`src/rtl/apb_slave_regs.sv`:
```
// APB responder with a small word-register bank, programmable wait states and
// PSLVERR on bad addresses or writes to the read-only status register.
// The last register reads {err_cnt, write_cnt}; register 0 drives ctrl_out.
module apb_slave_regs #(
    parameter int unsigned             PADDR_WIDTH  = 32,
    parameter int unsigned             PWDATA_WIDTH = 32,
    parameter int unsigned             PRDATA_WIDTH = 32,
    parameter int unsigned             PSEL_INDEX   = 0,
    parameter logic [PADDR_WIDTH-1:0]  BASE_ADDR    = '0,
    parameter int unsigned             NUM_REGS     = 8,
    parameter int unsigned             WAIT_STATES  = 1
) (
    input  logic                    pclock,
    input  logic                    preset,
    input  logic [PADDR_WIDTH-1:0]  paddr,
    input  logic                    prwd,
    input  logic [PWDATA_WIDTH-1:0] pwdata,
    input  logic                    penable,
    input  logic [15:0]             psel,
    output logic [PRDATA_WIDTH-1:0] prdata,
    output logic                    pready,
    output logic                    pslverr,
    output logic [31:0]             ctrl_out
);

    localparam int unsigned IDX_W = $clog2(NUM_REGS);

    typedef enum logic [1:0] {StIdle, StSetup, StAccess} state_e;

    state_e           state_q;
    logic [3:0]       cnt_q;
    logic [31:0]      regs_q [NUM_REGS];
    logic [15:0]      write_cnt_q;
    logic [15:0]      err_cnt_q;

    logic                   sel;
    logic [PADDR_WIDTH-1:0] off;
    logic [PADDR_WIDTH-1:0] word;
    logic                   addr_ok;
    logic [IDX_W-1:0]       idx;
    logic                   is_status;
    logic                   complete;
    logic                   err;
    logic [31:0]            rd_word;

    assign sel       = psel[PSEL_INDEX];
    assign off       = paddr - BASE_ADDR;
    assign word      = off >> 2;
    assign addr_ok   = (off[1:0] == 2'b00) && (word < PADDR_WIDTH'(NUM_REGS));
    assign idx       = off[IDX_W+1:2];
    assign is_status = (idx == IDX_W'(NUM_REGS - 1));

    // Completion is gated by reset so pready never pulses while reset is held.
    assign complete  = preset && (state_q == StAccess) && sel && (cnt_q == 4'd0);
    assign err       = !addr_ok || (prwd && is_status);

    // Read mux: status slot is synthesized from the counters, not stored.
    always_comb begin
        rd_word = '0;
        if (is_status) begin
            rd_word = {err_cnt_q, write_cnt_q};
        end else begin
            rd_word = regs_q[idx];
        end
    end

    assign pready   = complete;
    assign pslverr  = complete && err;
    assign prdata   = (complete && !err && !prwd) ? PRDATA_WIDTH'(rd_word) : '0;
    assign ctrl_out = regs_q[0];

    // Protocol FSM, wait counter, register bank and event counters.
    always_ff @(posedge pclock) begin
        if (!preset) begin
            state_q     <= StIdle;
            cnt_q       <= '0;
            write_cnt_q <= '0;
            err_cnt_q   <= '0;
            for (int i = 0; i < NUM_REGS; i++) begin
                regs_q[i] <= '0;
            end
        end else begin
            unique case (state_q)
                StIdle: begin
                    if (sel && !penable) begin
                        state_q <= StSetup;
                    end
                end
                StSetup: begin
                    // Anything but a proper access phase drops the transfer silently.
                    if (sel && penable) begin
                        state_q <= StAccess;
                        cnt_q   <= 4'(WAIT_STATES);
                    end else begin
                        state_q <= StIdle;
                    end
                end
                StAccess: begin
                    if (!sel) begin
                        state_q <= StIdle;
                    end else if (cnt_q != 4'd0) begin
                        cnt_q <= cnt_q - 4'd1;
                    end else begin
                        state_q <= StIdle;
                    end
                end
                default: state_q <= StIdle;
            endcase

            if (complete) begin
                if (err) begin
                    if (err_cnt_q != 16'hFFFF) begin
                        err_cnt_q <= err_cnt_q + 16'd1;
                    end
                end else if (prwd) begin
                    regs_q[idx] <= pwdata[31:0];
                    write_cnt_q <= write_cnt_q + 16'd1;
                end
            end
        end
    end

endmodule
```
`config.mk`:
```
export PLATFORM = sky130hd
export DESIGN_NAME = apb_slave_regs
export DESIGN_NICKNAME = d
export VERILOG_FILES = /design/src/rtl/apb_slave_regs.sv
export SDC_FILE = /design/constraint.sdc
export NUM_CORES = 1
export LEC_CHECK = 0
export BUFFER_PORTS_ARGS = -buffer_cell sky130_fd_sc_hd__buf_2
export CAP_MARGIN = 20
export CORE_ASPECT_RATIO = 0.8
export CORE_MARGIN = 2
export CORE_UTILIZATION = 40
export CTS_CLUSTER_SIZE = 14
export DETAILED_ROUTE_END_ITERATION = 8
export PLACE_DENSITY = 0.6
export SLEW_MARGIN = 10
export SYNTH_ARGS = -nofsm -noshare
export SYNTH_HDL_FRONTEND = slang
export SYNTH_SLANG_ARGS = --single-unit
```
`constraint.sdc`:
```
create_clock -name pclock -period 10.5 [get_ports pclock]
set_input_delay 0 -clock pclock [delete_from_list [all_inputs] [get_ports pclock]]
set_output_delay 0 -clock pclock [all_outputs]
set_load 0.005 [all_outputs]
```
-- Yosys cells after proc, flatten, opt, wreduce, memory -nomap -nowiden
Memories as Yosys holds them, arrays and structs flattened.
Index checks and enable logic that the tools add are counted.
- RAM bits: 256
- memory bits (read-only): 0
- memories kept: 1
- output and inout port bits: 66
- bits in latches: 0
- register bits: 38
- order comparisons: 1
- reduce and logical (&&, ||, !) cells: 25
- shift operators: 0
- $mul: 0
- add/sub/neg operators: 3
- bitwise gates (word level): 1
- div/mod/pow operators: 0
- eq/ne operators: 9
- muxes and demuxes: 20
- memory list (name ; depth ; bits a word ; read ports ; clocked after Yosys merged registers in ; write ports ; line ; RTL):
    regs_q ; 8 ; 32 ; 2 ; 0 ; 8 ; 32 ; logic [31:0] regs_q [NUM_REGS];
- operators by type and width (kind ; number):
    $mux 32 ; 3
    $add 16x1->16 const B ; 2
    $reduce_or 32->1 ; 1
    $lt 30x4->1 const B ; 1
    $ne 16x16->1 const B ; 1
    $mux 4 ; 3
    $logic_and 1x1->1 ; 10
    $mux 2 ; 4
    $pmux 4 s2 ; 1
    $mux 1 ; 7
    $ne 2x2->1 const B ; 3
    $pmux 2 s3 ; 1
    $reduce_and 3->1 ; 2
    $logic_not 1->1 ; 4
    $logic_not 2->1 ; 2
    $logic_not 4->1 ; 1
    $reduce_and 4->1 ; 1
    $reduce_bool 4->1 ; 1
    $sub 4x1->4 const B ; 1
    $eq 3x3->1 const B ; 1
    $mux 3 ; 1
    $ne 3x3->1 const B ; 1
    $eq 2x1->1 const B ; 1
    $eq 2x2->1 const B ; 1
    other kinds (5) ; 5

-- Depth between registers and ports, before layout
- word-level depth: 10
- depth in mapped cells: 8
- mapped depth without buffers: 7

-- Worst setup path before layout
No wires, ideal clock.
- kind: reg-to-reg
- start point: register cnt_q[0]
- end point: memory regs_q[4][0], enable pin
- arrival: 3599 ps
- required time: 10034 ps
- library setup time: 466 ps
- setup slack: 6436 ps
- stages on the path, launching flop included: 8
- cells stage by stage: dfxtp_1 > inv_1 > ha_1 > nor3b_1 > and4_1 > nand3_4 > buf_2 > o21ai_0
- RTL lines (element ; line ; RTL):
    start: declaration ; 31 ; logic [3:0] cnt_q;
    start signal: assignment ; 93 ; cnt_q <= 4'(WAIT_STATES);
    start signal: assignment ; 102 ; cnt_q <= cnt_q - 4'd1;
    end: declaration ; 32 ;

-- Final worst setup path
- start point: register cnt_q[0]
- end point: output prdata[3]
- longest elaborated chain between the ends: 5
- ends and longest elaborated chain (element ; line ; RTL):
    $logic_not 4->1 ; 54 ; assign complete = preset && (state_q == StAccess) && sel && (cnt_q == 4'd0);
    $logic_and 1x1->1 ; 54 ;
    $logic_and 1x1->1 (2 in series) ; 69 ; assign prdata = (complete && !err && !prwd) ? PRDATA_WIDTH'(rd_word) : '0;
    $mux 32 ; 69 ;
    end: declaration ; 20 ; output logic [PRDATA_WIDTH-1:0] prdata,
No other way between the ends.

==> impl_metrics.env <==
export IMPL_avgViaCountPerCell=5.49
export IMPL_slowest_stage="a211oi_1"
export IMPL_drc=0
export IMPL_grt_setup_unrepaired="false"
export IMPL_grt_pass1_wl_um=54200
export IMPL_start_util_pct=41.0
export IMPL_dpl_instance_area_um2=13600
export IMPL_min_to="write_cnt_q[3]"
export IMPL_required_ns=10.50
export IMPL_hold_start="paddr[26]"
export IMPL_die_x_um=202
export IMPL_fin_tns_setup_ns=0
export IMPL_design_area_um2=14800
export IMPL_synth_area_leaders="edfxtp_1, and2_1, dfxtp_1"
export IMPL_gr_usage_all_layers_pct=22.0
export IMPL_wl_um=35900
export IMPL_power_mw=2.29
export IMPL_yosys_warnings=0
export IMPL_critPathKind="register to output port"
export IMPL_period_share_pct=33.1
export IMPL_grt_max_degree=49
export IMPL_coreArea_um2=30600
export IMPL_cts_tree="yes"
export IMPL_antenna_found_initial=1
export IMPL_ctsHtreeMaxLevel=1
export IMPL_slowest_delay_ns=0.67
export IMPL_maxSlewHeadroom_pct=27.0
export IMPL_synth_commonest_cells="and2_1, edfxtp_1, nor2_1"
export IMPL_r2r_worst_path_cells=8
export IMPL_crit_path_cell_trace="inv_1, ha_1, or3b_4, nor2_8, and3_4, nand2b_2, a211oi_1, buf_2"
export IMPL_synth_seq_cells=262
export IMPL_dp_hpwl_um=21200
export IMPL_cp_max_fo=32
export IMPL_vias=8773
export IMPL_fin_skew_ns=0.00893
export IMPL_area_growth_pct=18.4
export IMPL_ys_dominant_reg_cell="edfxtp_1"
export IMPL_synth_edf_count=224
export IMPL_nets=1249
export IMPL_rr_endpoint="regs_q[0][16]"
export IMPL_status="finished clean"
export IMPL_ioPinCount=150
export IMPL_cts_resized_gates=0
export IMPL_cts_hold_buf=36
export IMPL_wl_per_cell_um=22.5
export IMPL_grt_pass1_vias=8717
export IMPL_die_y_um=162
export IMPL_ant_nets=0
export IMPL_synth_cell_types=68
export IMPL_tightest_slew_ns=1.09
export IMPL_crit_start="cnt_q[0]"
export IMPL_syn_area_um2=12500
export IMPL_fin_util_pct=48.5
export IMPL_port_buffers=134
export IMPL_r2r_slack_ns=7.08
export IMPL_clk_path_buf_depth=3
export IMPL_worst_ir_drop_vdd_uv=130
export IMPL_drv_slew=0
export IMPL_min_period_ns=3.48
export IMPL_hold_class="primary input to register"
export IMPL_yosysTopAreaCellShare_pct=53.6
export IMPL_syn_avg_cell_area_um2=12.4
export IMPL_netlist_instances=1011
export IMPL_crit_path_end_kind="output port"
export IMPL_rows=57
export IMPL_clockRootBuffer="clkbuf_16"
export IMPL_clkLatencyLatePin_ns=0.54
export IMPL_die_area_um2=32800
export IMPL_drive_gt1_share_pct=21.5
export IMPL_synth_area_leader_cell="edfxtp_1"
export IMPL_async_flop_share_pct=0
export IMPL_setup_violations=0
export IMPL_crit_arrival_ns=3.48
export IMPL_hold_violations=0
export IMPL_hold_path_depth=6
export IMPL_drv_cap=0
export IMPL_power_density_nw_per_um2=154
export IMPL_numCtsBuffers=28
export IMPL_clk_pin_slew_ns=0.06
export IMPL_fmaxAchievable_mhz=288
export IMPL_dr_first_iter_drc_count=768
export IMPL_yosysMostFrequentCell="and2_1"
export IMPL_cp_start_kind="register"
export IMPL_postCtsSetupBuffers=0
export IMPL_cellLeakagePower_nw=5.51
export IMPL_grt_ovfl_total=0
export IMPL_syn_num_nets=1099
export IMPL_ys_seq_area_share_pct=59.7
export IMPL_gp_congestion=0.828
export IMPL_cts_sinks=262
export IMPL_reg2reg_from="cnt_q[0]"
export IMPL_drt_first_pass_iters=5
## worst max-delay path, delay by kind of cell, from the launching register on
kind | cells | cell delay [ns]
adder cells (fa/ha/maj) | 1 | 0.16
flip-flops | 1 | 0.33
AND/OR/NAND/NOR | 4 | 1.47
AO/OA/AOI/OAI | 1 | 0.67
buffers and inverters | 2 | 0.29
## report_power, final
group / switching, mW / internal, mW / total [mW]
Sequential: 0.0107 / 1.16 / 1.17
Clock: 0.408 / 0.552 / 0.960
Combinational: 0.0971 / 0.0613 / 0.158
## per-layer routing
layer	vias to the layer above	GRT usage, %	wire [µm]
met3	50	3.52	2110
met4	0	5.55	700
met1	4388	31.5	16600
met5	-	0	0
li1	4055	-	-
met2	280	35.2	16500
## final cells by class
class / instances / area (µm²)
fillers: 2752 / 15800
flip-flops and latches: 262 / 7490
multi-input cells: 674 / 4740
repair buffers: 184 / 1170
clock buffers: 41 / 801
well taps: 413 / 517
clock inverters: 11 / 81.3
inverters: 11 / 41.3
diodes: 1 / 2.50
## worst max path at each step
| stage | to | cells after the start | slack, ns |
|---|---|---|---|
| finish | prdata[3] | 8 | 7.02 |
| floorplan | regs_q[4][0] | 7 | 6.44 |
| global placement | regs_q[0][20] | 7 | 6.86 |
| global route | regs_q[0][16] | 8 | 6.87 |
| CTS | regs_q[0][27] | 7 | 6.80 |
| detailed placement | regs_q[0][15] | 7 | 6.81 |
## sequential cells by signal, indices dropped and copies added, names as in the netlist
signal,flops
regs_q,224
state_q,2
write_cnt_q,16
cnt_q,4
err_cnt_q,16
## stage by stage
stage | cells | hold slack, ns | worst slack [ns]
after floorplan | 1011 | 0.0793 | 6.44
after global routing | 1597 | 0.0388 | 6.87
after CTS | 1594 | 0.0137 | 6.80
after global placement | 1506 | 0.185 | 6.86
after detailed placement | 1506 | 0.199 | 6.81
final | 1597 | 0.0270 | 7.02
## cells by family after synthesis
family,count (synthesis),share of synthesized area (%)
AO/OA/AOI/OAI,162,8.29
AND/OR/NAND/NOR,445,20.9
buffers and inverters,75,2.88
XOR/XNOR,5,0.349
multiplexers,58,7.46
flip-flops,262,59.7
adder cells (fa/ha/maj),4,0.399
## placed cells by master (no fill, tap or decap), types with 4 or more instances in the layout
cell and count:
nor2_1 57, clkinv_2 7, edfxtp_1 224, nand3_1 11, mux2_2 4, a211oi_1 6, dlygate4sd3_1 36, buf_4 13
clkbuf_16 29, ha_1 4, inv_1 10, o22ai_1 13, o31ai_1 14, nor4_1 8, or2_2 4, nand4_1 12
mux2i_1 26, or3_1 5, clkbuf_1 9, dfxtp_1 38, or4_1 11, nor3_1 7, o211ai_1 13, o21ai_0 27
o221ai_1 11, and2_1 225, o22a_1 7, nor2b_1 4, a21oi_1 51, nand2b_1 10, nand2b_2 7, nand2_1 54
buf_2 133, mux4_2 28
(Power assumes the default switching activity.)
